## src/rtl/fractal_sync_1d_req_queue.sv

```systemverilog
// rtl/fractal_sync_1d_req_queue.sv - per-port request queue ahead of the 1D fractal-sync RF
// Issues the head entry as a local/remote check and consumes, drops or recirculates it on the RF verdict.
module fractal_sync_1d_req_queue #(
  parameter int unsigned FIFO_DEPTH  = 4,
  parameter int unsigned LEVEL_WIDTH = 1,
  parameter int unsigned ID_WIDTH    = 1,
  parameter int unsigned SD_WIDTH    = 2,
  parameter int unsigned CNT_WIDTH   = $clog2(FIFO_DEPTH+1)
) (
  input  logic                   clk_i,
  input  logic                   rst_i,
  input  logic                   req_valid_i,
  output logic                   req_ready_o,
  input  logic [LEVEL_WIDTH-1:0] req_level_i,
  input  logic [ID_WIDTH-1:0]    req_id_i,
  input  logic [SD_WIDTH-1:0]    req_sd_i,
  input  logic                   req_local_i,
  output logic [LEVEL_WIDTH-1:0] level_o,
  output logic [ID_WIDTH-1:0]    id_o,
  output logic [SD_WIDTH-1:0]    sd_o,
  output logic                   check_local_o,
  output logic                   check_remote_o,
  input  logic                   issue_en_i,
  input  logic                   bypass_i,
  input  logic                   ignore_i,
  output logic [CNT_WIDTH-1:0]   count_o,
  output logic                   empty_o,
  output logic                   full_o,
  output logic [7:0]             replay_cnt_o,
  output logic [7:0]             drop_cnt_o
);

  localparam int unsigned PTR_WIDTH   = $clog2(FIFO_DEPTH);
  localparam int unsigned ENTRY_WIDTH = LEVEL_WIDTH + ID_WIDTH + SD_WIDTH + 1;

  typedef logic [PTR_WIDTH-1:0]   ptr_t;
  typedef logic [ENTRY_WIDTH-1:0] entry_t;

  // Pointers wrap explicitly so non-power-of-two depths work.
  function automatic ptr_t ptr_inc(input ptr_t p);
    if (p == ptr_t'(FIFO_DEPTH - 1)) return '0;
    return p + ptr_t'(1);
  endfunction

  entry_t               mem_q [FIFO_DEPTH];
  entry_t               mem_d [FIFO_DEPTH];
  ptr_t                 rd_ptr_q, rd_ptr_d;
  ptr_t                 wr_ptr_q, wr_ptr_d;
  ptr_t                 push_slot;
  logic [CNT_WIDTH-1:0] count_q, count_d;
  logic [7:0]           replay_cnt_q, replay_cnt_d;
  logic [7:0]           drop_cnt_q, drop_cnt_d;

  entry_t head;
  logic   empty, issue, push, recirc, drop;

  assign head    = mem_q[rd_ptr_q];
  assign empty   = (count_q == '0);
  assign issue   = !empty && issue_en_i;
  assign drop    = issue && ignore_i;
  assign recirc  = issue && !ignore_i && bypass_i;
  assign push    = req_valid_i && req_ready_o;

  assign req_ready_o    = (count_q < CNT_WIDTH'(FIFO_DEPTH));
  assign full_o         = (count_q == CNT_WIDTH'(FIFO_DEPTH));
  assign empty_o        = empty;
  assign count_o        = count_q;
  assign replay_cnt_o   = replay_cnt_q;
  assign drop_cnt_o     = drop_cnt_q;
  assign check_local_o  = issue && head[0];
  assign check_remote_o = issue && !head[0];
  assign sd_o           = empty ? '0 : head[SD_WIDTH:1];
  assign id_o           = empty ? '0 : head[SD_WIDTH+ID_WIDTH:SD_WIDTH+1];
  assign level_o        = empty ? '0 : head[ENTRY_WIDTH-1 -: LEVEL_WIDTH];

  // A recirculated head takes the tail slot first; a same-cycle request lands right behind it.
  assign push_slot = recirc ? ptr_inc(wr_ptr_q) : wr_ptr_q;

  always_comb begin
    mem_d        = mem_q;
    rd_ptr_d     = rd_ptr_q;
    wr_ptr_d     = wr_ptr_q;
    count_d      = count_q;
    replay_cnt_d = replay_cnt_q;
    drop_cnt_d   = drop_cnt_q;

    if (issue) begin
      rd_ptr_d = ptr_inc(rd_ptr_q);
    end
    if (recirc) begin
      mem_d[wr_ptr_q] = head;
      replay_cnt_d    = replay_cnt_q + 8'd1;
    end
    if (drop) begin
      drop_cnt_d = drop_cnt_q + 8'd1;
    end
    if (push) begin
      mem_d[push_slot] = {req_level_i, req_id_i, req_sd_i, req_local_i};
    end
    if (recirc || push) begin
      wr_ptr_d = (recirc && push) ? ptr_inc(push_slot) : ptr_inc(wr_ptr_q);
    end

    if (push && !(issue && !recirc)) begin
      count_d = count_q + CNT_WIDTH'(1);
    end else if (!push && issue && !recirc) begin
      count_d = count_q - CNT_WIDTH'(1);
    end
  end

  always_ff @(posedge clk_i) begin
    mem_q <= mem_d;
    if (rst_i) begin
      rd_ptr_q     <= '0;
      wr_ptr_q     <= '0;
      count_q      <= '0;
      replay_cnt_q <= '0;
      drop_cnt_q   <= '0;
    end else begin
      rd_ptr_q     <= rd_ptr_d;
      wr_ptr_q     <= wr_ptr_d;
      count_q      <= count_d;
      replay_cnt_q <= replay_cnt_d;
      drop_cnt_q   <= drop_cnt_d;
    end
  end

endmodule

```

## config.mk

```make
export PLATFORM = sky130hd
export DESIGN_NAME = fractal_sync_1d_req_queue
export DESIGN_NICKNAME = d
export VERILOG_FILES = /design/src/rtl/fractal_sync_1d_req_queue.sv
export SDC_FILE = /design/constraint.sdc
export NUM_CORES = 1
export LEC_CHECK = 0
export BUFFER_PORTS_ARGS = -buffer_cell sky130_fd_sc_hd__buf_4
export CAP_MARGIN = 20
export CORE_MARGIN = 3
export CORE_UTILIZATION = 60
export DETAILED_ROUTE_END_ITERATION = 6
export PLACE_DENSITY = 0.86
export SLEW_MARGIN = 20
export SYNTH_ARGS = -nofsm -noshare
export SYNTH_HDL_FRONTEND = slang
export SYNTH_SLANG_ARGS = --single-unit
```

## constraint.sdc

```tcl
create_clock -name clk_i -period 5.2 [get_ports clk_i]
set_clock_uncertainty 0.05 [all_clocks]
set_input_delay 0.26 -clock clk_i [delete_from_list [all_inputs] [get_ports clk_i]]
set_output_delay 0.26 -clock clk_i [all_outputs]
set_load 0.02 [all_outputs]
```

Word-level counts from Yosys, hierarchy flattened
Index checks and enable logic that the tools add are counted.
W data, S select, Z words.

operators by class
  $lt $le $gt $ge = 6
  reductions and logical operators = 23
  eq/ne operators = 4
  multiplexer cells = 31
  bitwise operators = 3
  add/sub/neg operators = 7

operator list
  operator               number
  $bwmux W20             2
  $mux W20               2
  $demux W5 S2           2
  $mux W2                10
  $mux W5                4
  $add A8 B1 Y8 const B  2
  $logic_and A1 B1 Y1    14
  $bmux W5 S2            1
  $ge A3 B3 Y1 const B   3
  $not A2 Y3             3
  $mux W1                8
  $add A2 B1 Y2 const B  3
  $eq A2 B2 Y1 const B   3
  $logic_not A1 Y1       6
  $lt A3 B1 Y1 const B   2
  $mux W3                2
  $add A3 B1 Y3 const B  1
  $eq A3 B3 Y1 const B   1
  $logic_not A3 Y1       1
  $lt A3 B3 Y1 const B   1
  $sub A3 B1 Y3 const B  1
  $reduce_bool A2 Y1     1
  $logic_or A1 B1 Y1     1

storage, ports and cells
  logic and storage cells = 83
  output and inout port bits = 28
  register bits = 43

Longest topological paths before layout
Gate-level depths: netlist (run 1).

  depth after elaboration = 13
  mapped depth = 10
  depth with buffers taken out = 8

Least setup slack after synthesis (run 1)
OpenSTA, ideal clock, no wires.

  path type = flip-flop to flip-flop
  from = register count_q[0], in the netlist count_o[0]
  to = register count_q[2], in the netlist count_o[2]
  data arrival time = 2.087 ns
  required time = 5.076 ns
  period minus slack after synthesis = 2.211 ns
  setup time = 0.074 ns
  path slack = 2.989 ns
  cell stages (with the launch flop) = 8
  path through = dfxtp_1 o31a_1 buf_4 nand2_1 nand2_1 fa_1 or4_1 a31oi_1

between the ends
  cells in the longest elaborated chain, start to end = 10

RTL lines
  item                                                  line      RTL
  start, declared                                       50        logic [CNT_WIDTH-1:0] count_q, count_d;
  start signal, assigned                                122       count_q <= count_d;
  $logic_not A3 Y1                                      58        assign empty = (count_q == '0);
  $logic_not A1 Y1                                      59        assign issue = !empty && issue_en_i;
  $logic_and A1 B1 Y1                                   59
  $logic_and A1 B1 Y1 (2 in a row)                      61        assign recirc = issue && !ignore_i && bypass_i;
  $logic_not A1 Y1                                      104, 106
  $logic_and A1 B1 Y1                                   104       if (push && !(issue && !recirc)) begin
  $logic_not A1 Y1                                      104
  $logic_and A1 B1 Y1                                   104
  $mux W3 / $reduce_bool A2 Y1 (equally long branches)  --

Several ways; a longest one is shown, not always the timed one. The select of a mux whose other input is x is not followed.
A chain may end at the register's enable or synchronous reset.

==> impl_summary.txt, run 1 <==
----------------------------------------------------
[Worst setup path]
  CP delay by family, top ... compound AO/OA/AOI/OAI gates
  Reg-to-reg setup timing slack ... roughly 2.4 ns
  Worst path bufs/invs ... 1
  Slowest stage delay, CP ... about 0.86 ns
  Worst reg-to-reg path cell count ... 8
  Critical R2R Capture ... mem_q[0]
  Type of the worst setup path ... reg2reg
  Crit-path max FO ... 14
  Kind of start point of the critical path ... flop
  Setup crit end kind ... flop
  Arrival time reported for the critical path endpoint ... roughly 2.9 ns
  Req. time, crit path ... between 5 and 6 ns
  Cells along the critical path ... o31ai_2 -> nor2_1 -> mux2i_1 -> inv_1 -> ha_1 -> and2_1 -> nand2_1 -> o21ai_0
  Worst path slowest cell ... sky130_fd_sc_hd__o31ai_2
  Reg-to-reg startpoint ... count_o[0]

[Route]
  Vias after detailed routing ... 1966
  First drt pass iteration count ... 5
  ANT nets after route ... 0
  Number of DRC violations after detailed-routing iteration 0 ... between 100 and 150
  Final routed DRC violation total ... 0
  Detailed-route vias per instance ... about 5.8
  Final routed wire length divided by cell count ... approximately 14 um
  Final wirelength ... about 4800 um

[Yosys]
  Cells after Synth ... 260
  Post-synth cell types ... 42
  Share of flip-flops with an asynchronous set or reset ... 0%
  Ys Warns ... 0
  Seq/Total Area, Yosys ... a little under two fifths
  Syn_nets ... between 200 and 300
  Number of register bits inferred by synthesis ... 43
  Synthesized area per cell ... approximately 9.0 um^2
  Post-synthesis cell area ... roughly 2300 um^2
  Post-synth EDFFs ... 0
  Top flip-flop cell by instance count after synthesis ... sky130_fd_sc_hd__dfxtp_1

[Min path]
  Hold-critical path depth ... 3
  Hold EP ... mem_q[18]
  Path category of the worst min-delay check ... in2reg
  Hold path startpoint ... req_id_i

[Clock tree]
  Clock latency at the later pin of the worst-skew pair ... approximately 0.3 ns
  Count of hold-fix buffers inserted at cts ... 0
  Total CTS buffers ... 5
  Post CTS Setup Buffer Count ... 0
  H-Tree Level Count ... 2
  Resized Gates After CTS ... 0
  Clock input transition at the sequential cells of the worst setup and hold paths ... roughly 0.080 ns
  Max Buffers Root-to-Sink ... 2
  Clk sink count ... 43
  Cell at the root of the clock tree ... sky130_fd_sc_hd__clkbuf_8
  TritonCTS clock tree ... done

[Global route]
  Most heavily used metal layer in global routing ... met2
  Number of antenna violations at the first check in global routing ... 0
  Global-route wire length before repair ... between 8000 and 9000 um
  Total global-route track usage ... roughly 23%
  Largest net degree at the start of global routing ... 27
  Via count of the first global-routing pass ... 1740
  Congestion Overflow GR ... 0
  Met2 demand-to-capacity share in global routing ... 35.40%
  Met3 usage in global routing ... under 10%
  Met1 capacity usage during global routing ... a little under a third

[Power and ir drop]
  Ratio of total power to cell area ... between 400 and 500 nW/um^2
  Worst supply voltage drop on vdd ... approximately 0.23 mV
  Leakage component of the power ... roughly 1.2 nW
  Total power ... about 1.2 mW

[Timing]
  Actual slew at the worst max-slew pin ... between 0.9 and 1 ns
  Final setup violation count ... 0
  Peak Freq ... 358.8 MHz
  Final count of hold timing violations ... 0
  Number of pins exceeding their max-slew limit in the final report ... 0
  Worst hold slack after final layout ... ~0.14 ns
  Aggregate negative setup slack ... 0 ns
  Final worst path period share ... around 54%
  Max-Slew Margin vs Limit ... 34.85%
  RSZ-0062 raised after global routing ... no
  Minimum period implied by the final worst setup slack ... 2.787 ns

[Placed design]
  Buffers added on ports ... 38
  Area of placed instances ... 2615 um^2
  Half-perimeter wire length after placement ... 3428 um
  Weighted congestion at the end of routability-driven global placement ... between 0.7 and 0.8

[Floorplanning]
  Area enclosed by the die boundary ... 4683 um^2
  Horizontal die dimension ... 68.43 um
  Core area ... roughly 3700 um^2
  Number of standard-cell rows in the floorplan ... 22
  Initial cell density of the core ... between 60 and 70%
  Top-Level Pins ... 39
  Die span in y ... between 60 and 70 um

[Layout]
  Post-layout net count ... 314
  Area taken by multi-input logic gates ... about 1400 um^2
  Final standard cell area without fillers ... 2691 um^2
  Post-synthesis to final-layout area growth ... 15.09%
  Proportion of layout cells with a drive suffix above 1 ... around a fifth
  Antenna diode count ... 0
  Fill cells ... roughly 300
  Total area of sequential cells ... roughly 860 um^2

[Run]
  Number of max-capacitance violations reported ... 0

[Status]
  Status ... complete, no violations

----------------------------------------------------
-- worst min-delay path, stage by stage --
cell                      delay, ns
sky130_fd_sc_hd__buf_4         0.10
sky130_fd_sc_hd__nand2_1       0.04
sky130_fd_sc_hd__o21ai_0       0.05
-- stage by stage --
step                      cells  utilization [%]  setup slack [ns]
after global placement      332            70.37             2.580
after CTS                   338            72.42             2.420
after floorplan             260                -             2.989
after global routing        338            72.42             2.172
after detailed placement    332            70.37             2.484
final                       338            72.42             2.413
-- state kept, by name, summed over array words and instances, names as in the netlist --
register / cells
count_o: 3
drop_cnt_o: 8
mem_q: 20
rd_ptr_q: 2
replay_cnt_o: 8
wr_ptr_q: 2
-- area by class of cell --
cell class | instances | share of cell area [%]
clock buffer | 5 | 2.557
clock inverter | 1 | 0.2789
tap | 48 | 2.232
sequential | 43 | 31.99
timing repair buffer | 38 | 10.60
multi-input combinational | 198 | 51.65
inverter | 5 | 0.6974
-- placed cells by master, fill, tap and decap left out, types with 5 or more instances in the layout --
cell / Yosys / final
sky130_fd_sc_hd__buf_4: 1 / 38
sky130_fd_sc_hd__nand2_1: 32 / 32
sky130_fd_sc_hd__and2_1: 6 / 6
sky130_fd_sc_hd__xor2_1: 6 / 6
sky130_fd_sc_hd__dfxtp_1: 43 / 43
sky130_fd_sc_hd__nand3_1: 12 / 12
sky130_fd_sc_hd__nor3_1: 6 / 6
sky130_fd_sc_hd__clkbuf_8: 0 / 5
sky130_fd_sc_hd__nor2_1: 17 / 17
sky130_fd_sc_hd__inv_1: 5 / 5
sky130_fd_sc_hd__o21ai_0: 26 / 26
sky130_fd_sc_hd__nor2b_1: 5 / 5
sky130_fd_sc_hd__xnor2_1: 6 / 6
sky130_fd_sc_hd__mux2i_1: 21 / 21
sky130_fd_sc_hd__ha_1: 11 / 11
sky130_fd_sc_hd__a21oi_1: 9 / 9
sky130_fd_sc_hd__mux4_2: 5 / 5
-- per-layer routing --
metal	part of all wire [%]	routed length [um]
met1	44	2135
met2	47	2298
met5	0	0
met3	7.2	349
met4	1.3	63
-- where the power goes --
group	internal (mW)	switching [mW]
clock	0.0892	0.109
sequential	0.426	0.0803
combinational	0.245	0.297
total	0.760	0.487
-- worst max-delay path by stage --
stage               slack [ns]  depth (start not counted)           to        from
detailed placement        2.48                          8     mem_q[0]  count_o[0]
global placement          2.58                          7  wr_ptr_q[1]  count_o[0]
CTS                       2.42                          8     mem_q[5]  count_o[0]
global route              2.17                          8     mem_q[9]  count_o[0]
floorplan                 2.99                          7   count_o[2]  count_o[0]
finish                    2.41                          8     mem_q[0]  count_o[0]
-- kinds of logic after synthesis --
logic type | after synthesis | synth area share, %
mux | 26 | 13.80
fa+ha+maj | 12 | 6.742
compound gates | 42 | 9.952
simple gates | 105 | 23.49
xor+xnor | 13 | 5.457
buf+inv | 19 | 3.746
flops | 43 | 36.81
-- cells in the mapped netlist (6+ instances only) --
cell | n | area share (%)
sky130_fd_sc_hd__nand3_1 | 12 | 2.6
sky130_fd_sc_hd__nor3_1 | 6 | 1.3
sky130_fd_sc_hd__nand2_1 | 32 | 5.1
sky130_fd_sc_hd__and2_1 | 6 | 1.6
sky130_fd_sc_hd__xor2_1 | 6 | 2.2
sky130_fd_sc_hd__dfxtp_1 | 43 | 37
sky130_fd_sc_hd__a21oi_1 | 9 | 1.9
sky130_fd_sc_hd__ha_1 | 11 | 5.9
sky130_fd_sc_hd__o21ai_0 | 26 | 5.6
sky130_fd_sc_hd__mux2i_1 | 21 | 9.0
sky130_fd_sc_hd__clkbuf_1 | 7 | 1.1
sky130_fd_sc_hd__nor2_1 | 17 | 2.7
sky130_fd_sc_hd__xnor2_1 | 6 | 2.2
No activity file was read; power rests on OpenSTA's default activity.
==> run 2, diff against run 1 <==
- CORE_UTILIZATION: 60 -> 50
- PLACE_DENSITY: 0.86 -> 0.77
- clock period: 5.2 -> 2.3 ns (I/O delays scaled with it)
==> impl_summary.txt, run 2 (synthesized netlist as in run 1, its figures left out) <==
----------------------------------------------------
[Placed design]
  Weighted congestion at the end of routability-driven global placement ... 0.8085 (was 0.7752)
  Half-perimeter wire length after placement ... 3523 um (was 3428 um)
  Buffers added on ports ... 38 (unchanged)

[Power and ir drop]
  Leakage component of the power ... 1.238 nW (was 1.181 nW)
  Ratio of total power to cell area ... 1084 nW/um^2 (was 463.4 nW/um^2)
  Worst supply voltage drop on vdd ... 0.6139 mV (was 0.2322 mV)

[Global route]
  Via count of the first global-routing pass ... 1848 (was 1740)
  Total global-route track usage ... 20.06% (was 22.74%)
  Largest net degree at the start of global routing ... 27 (unchanged)
  Number of antenna violations at the first check in global routing ... 0 (unchanged)
  Congestion Overflow GR ... 0 (unchanged)
  Global-route wire length before repair ... 8694 um (was 8004 um)

[Floorplanning]
  Initial cell density of the core ... 52.62% (was 62.93%)
  Horizontal die dimension ... 74.39 um (was 68.43 um)
  Number of standard-cell rows in the floorplan ... 24 (was 22)
  Die span in y ... 74.39 um (was 68.43 um)
  Core area ... 4444 um^2 (was 3716 um^2)
  Area enclosed by the die boundary ... 5534 um^2 (was 4683 um^2)
  Top-Level Pins ... 39 (unchanged)

[Route]
  Detailed-route vias per instance ... 5.540 (was 5.817)
  Highest Signal Layer ... met4 (unchanged)
  Amount of wire on met3 after detailed routing ... 268 um (was 349 um)
  Final routed DRC violation total ... 0 (unchanged)
  ANT nets after route ... 0 (unchanged)
  Wire length on met1 ... 2433 um (was 2135 um)
  Vias after detailed routing ... 1950 (was 1966)
  Number of DRC violations after detailed-routing iteration 0 ... 117 (was 135)
  Final routed wire length divided by cell count ... 14.42 um (was 14.34 um)
  Met2 Wirelength ... 2321 um (was 2298 um)
  Final wirelength ... 5077 um (was 4846 um)
  First drt pass iteration count ... 4 (was 5)

[Timing]
  Max-Slew Margin vs Limit ... 69.71% (was 34.85%)
  Number of pins exceeding their max-slew limit in the final report ... 0 (unchanged)
  Final count of hold timing violations ... 0 (unchanged)
  Final worst path period share ... 92.09% (was 53.59%)
  Peak Freq ... 472.1 MHz (was 358.8 MHz)
  Minimum period implied by the final worst setup slack ... 2.118 ns (was 2.787 ns)
  RSZ-0062 raised after global routing ... no (unchanged)
  Final setup violation count ... 0 (unchanged)
  Actual slew at the worst max-slew pin ... 0.4538 ns (was 0.9713 ns)
  Aggregate negative setup slack ... 0 ns (unchanged)

[Layout]
  Post-layout net count ... 323 (was 314)
  Proportion of layout cells with a drive suffix above 1 ... 21.67% (was 20.00%)
  Final core utilization ... 63.15% (was 72.42%)
  Fill cells ... 398 (was 298)
  Flip-flop count of the largest register, all copies and words added ... 20 (unchanged)
  Post-synthesis to final-layout area growth ... 20.01% (was 15.09%)
  Antenna diode count ... 0 (unchanged)
  Most used cells in the layout excluding fill and tap cells ... sky130_fd_sc_hd__dfxtp_1, sky130_fd_sc_hd__buf_4, sky130_fd_sc_hd__nand2_1 (unchanged)
  Register containing the most flip-flops in the final layout ... mem_q (unchanged)

[Worst setup path]
  Worst reg-to-reg path cell count ... 6 (was 8)
  Slowest stage delay, CP ... 0.48 ns (was 0.86 ns)
  Reg-to-reg setup timing slack ... 0.18 ns (was 2.41 ns)
  Setup crit end kind ... flop (unchanged)
  Req. time, crit path ... 2.47 ns (was 5.32 ns)
  Type of the worst setup path ... reg2reg (unchanged)
  Worst path slowest cell ... sky130_fd_sc_hd__or4_1 (was sky130_fd_sc_hd__o31ai_2)
  CP delay by family, top ... simple AND/OR/NAND/NOR gates (was compound AO/OA/AOI/OAI gates)
  Worst path bufs/invs ... 0 (was 1)
  Critical R2R Capture ... count_o[2] (was mem_q[0])
  Cells along the critical path ... o31a_1 -> nand2_1 -> nand2_1 -> fa_1 -> or4_1 -> a31oi_1 (was o31ai_2 -> nor2_1 -> mux2i_1 -> inv_1 -> ha_1 -> and2_1 -> nand2_1 -> o21ai_0)
  Kind of start point of the critical path ... flop (unchanged)
  Arrival time reported for the critical path endpoint ... 2.29 ns (was 2.91 ns)
  Most used cell, CP ... sky130_fd_sc_hd__nand2_1
  Reg-to-reg startpoint ... count_o[0] (unchanged)
  Crit-path max FO ... 7 (was 14)

[Clock tree]
  Clock latency at the later pin of the worst-skew pair ... 0.29 ns (was 0.30 ns)
  H-Tree Level Count ... 2 (unchanged)
  Clk sink count ... 43 (unchanged)
  Total CTS buffers ... 5 (unchanged)
  Cell at the root of the clock tree ... sky130_fd_sc_hd__clkbuf_8 (unchanged)
  Post CTS Setup Buffer Count ... 0 (unchanged)
  Clock input transition at the sequential cells of the worst setup and hold paths ... 0.08 ns (about the same)
  Max Buffers Root-to-Sink ... 2 (unchanged)
  TritonCTS clock tree ... done (unchanged)

[Min path]
  Hold path startpoint ... req_local_i (was req_id_i)
  Path category of the worst min-delay check ... in2reg (unchanged)
  Hold EP ... mem_q[5] (was mem_q[18])
  Hold-critical path depth ... 3 (unchanged)

[Run]
  Number of max-capacitance violations reported ... 0 (unchanged)

[Status]
  Status ... complete, no violations (unchanged)

----------------------------------------------------
-- run 2: timing repair --
| action | CTS | global route |
|---|---|---|
| setup endpoints to repair | 0 | 21 |
| resized for setup | 0 | 2 |
| hold endpoints to repair | 11 | 0 |
| hold buffers | 4 | 0 |
-- run 2: report_power, final --
| part | switching [mW] | internal [mW] | leakage (nW) |
|---|---|---|---|
| Sequential | 0.171 | 0.963 | 0.354 |
| Combinational | 0.719 | 0.616 | 0.833 |
| Clock | 0.255 | 0.319 | 0.0513 |
-- run 2: final cells by class --
cell class / count / area, um^2 / share of cell area [%]
clock buffer: 6 / 72.57 / 2.586
clock inverter: 1 / 30.03 / 1.070
inverter: 5 / 18.77 / 0.6687
multi-input combinational: 198 / 1396 / 49.75
sequential: 43 / 860.8 / 30.67
tap: 52 / 65.06 / 2.318
timing repair buffer: 47 / 362.8 / 12.93
-- run 2: how the worst max path moves through the flow --
stage                           start     endpoint  slack (ns)  depth (start not counted)
after detailed placement   count_o[0]    mem_q[13]        0.14                          6
after global placement     count_o[0]   count_o[2]        0.24                          6
after CTS                  count_o[0]    mem_q[13]        0.14                          6
after global routing      wr_ptr_q[1]  wr_ptr_q[1]        0.02                          7
final                      count_o[0]   count_o[2]        0.18                          6
after floorplan            count_o[0]   count_o[2]        0.09                          7
-- run 2: per-layer routing --
metal | up-vias | GRT usage (%)
met2 | 40 | 31.90
met5 | - | 0
met3 | 6 | 4.459
met4 | 0 | 5.336
met1 | 911 | 27.58
li1 | 993 | -
-- run 2: through the flow --
stage	area [um^2]	total power [mW]	hold slack (ns)	setup slack, ns	cells
global route	2806	3.252	0.01957	0.02116	352
floorplan	2338	2.035	0.1736	0.08877	260
finish	2806	3.043	0.006076	0.1820	352
detailed placement	2658	2.463	0.2967	0.1448	341
global placement	2658	2.421	0.2920	0.2424	341
CTS	2800	3.041	0.001320	0.1354	352
-- run 2: worst reg2reg max path: stages (launching register included) --
cell,delay (ns)
sky130_fd_sc_hd__dfxtp_1,0.40
sky130_fd_sc_hd__o31a_1,0.35
sky130_fd_sc_hd__nand2_1,0.15
sky130_fd_sc_hd__nand2_1,0.09
sky130_fd_sc_hd__fa_1,0.40
sky130_fd_sc_hd__or4_1,0.48
sky130_fd_sc_hd__a31oi_1,0.13
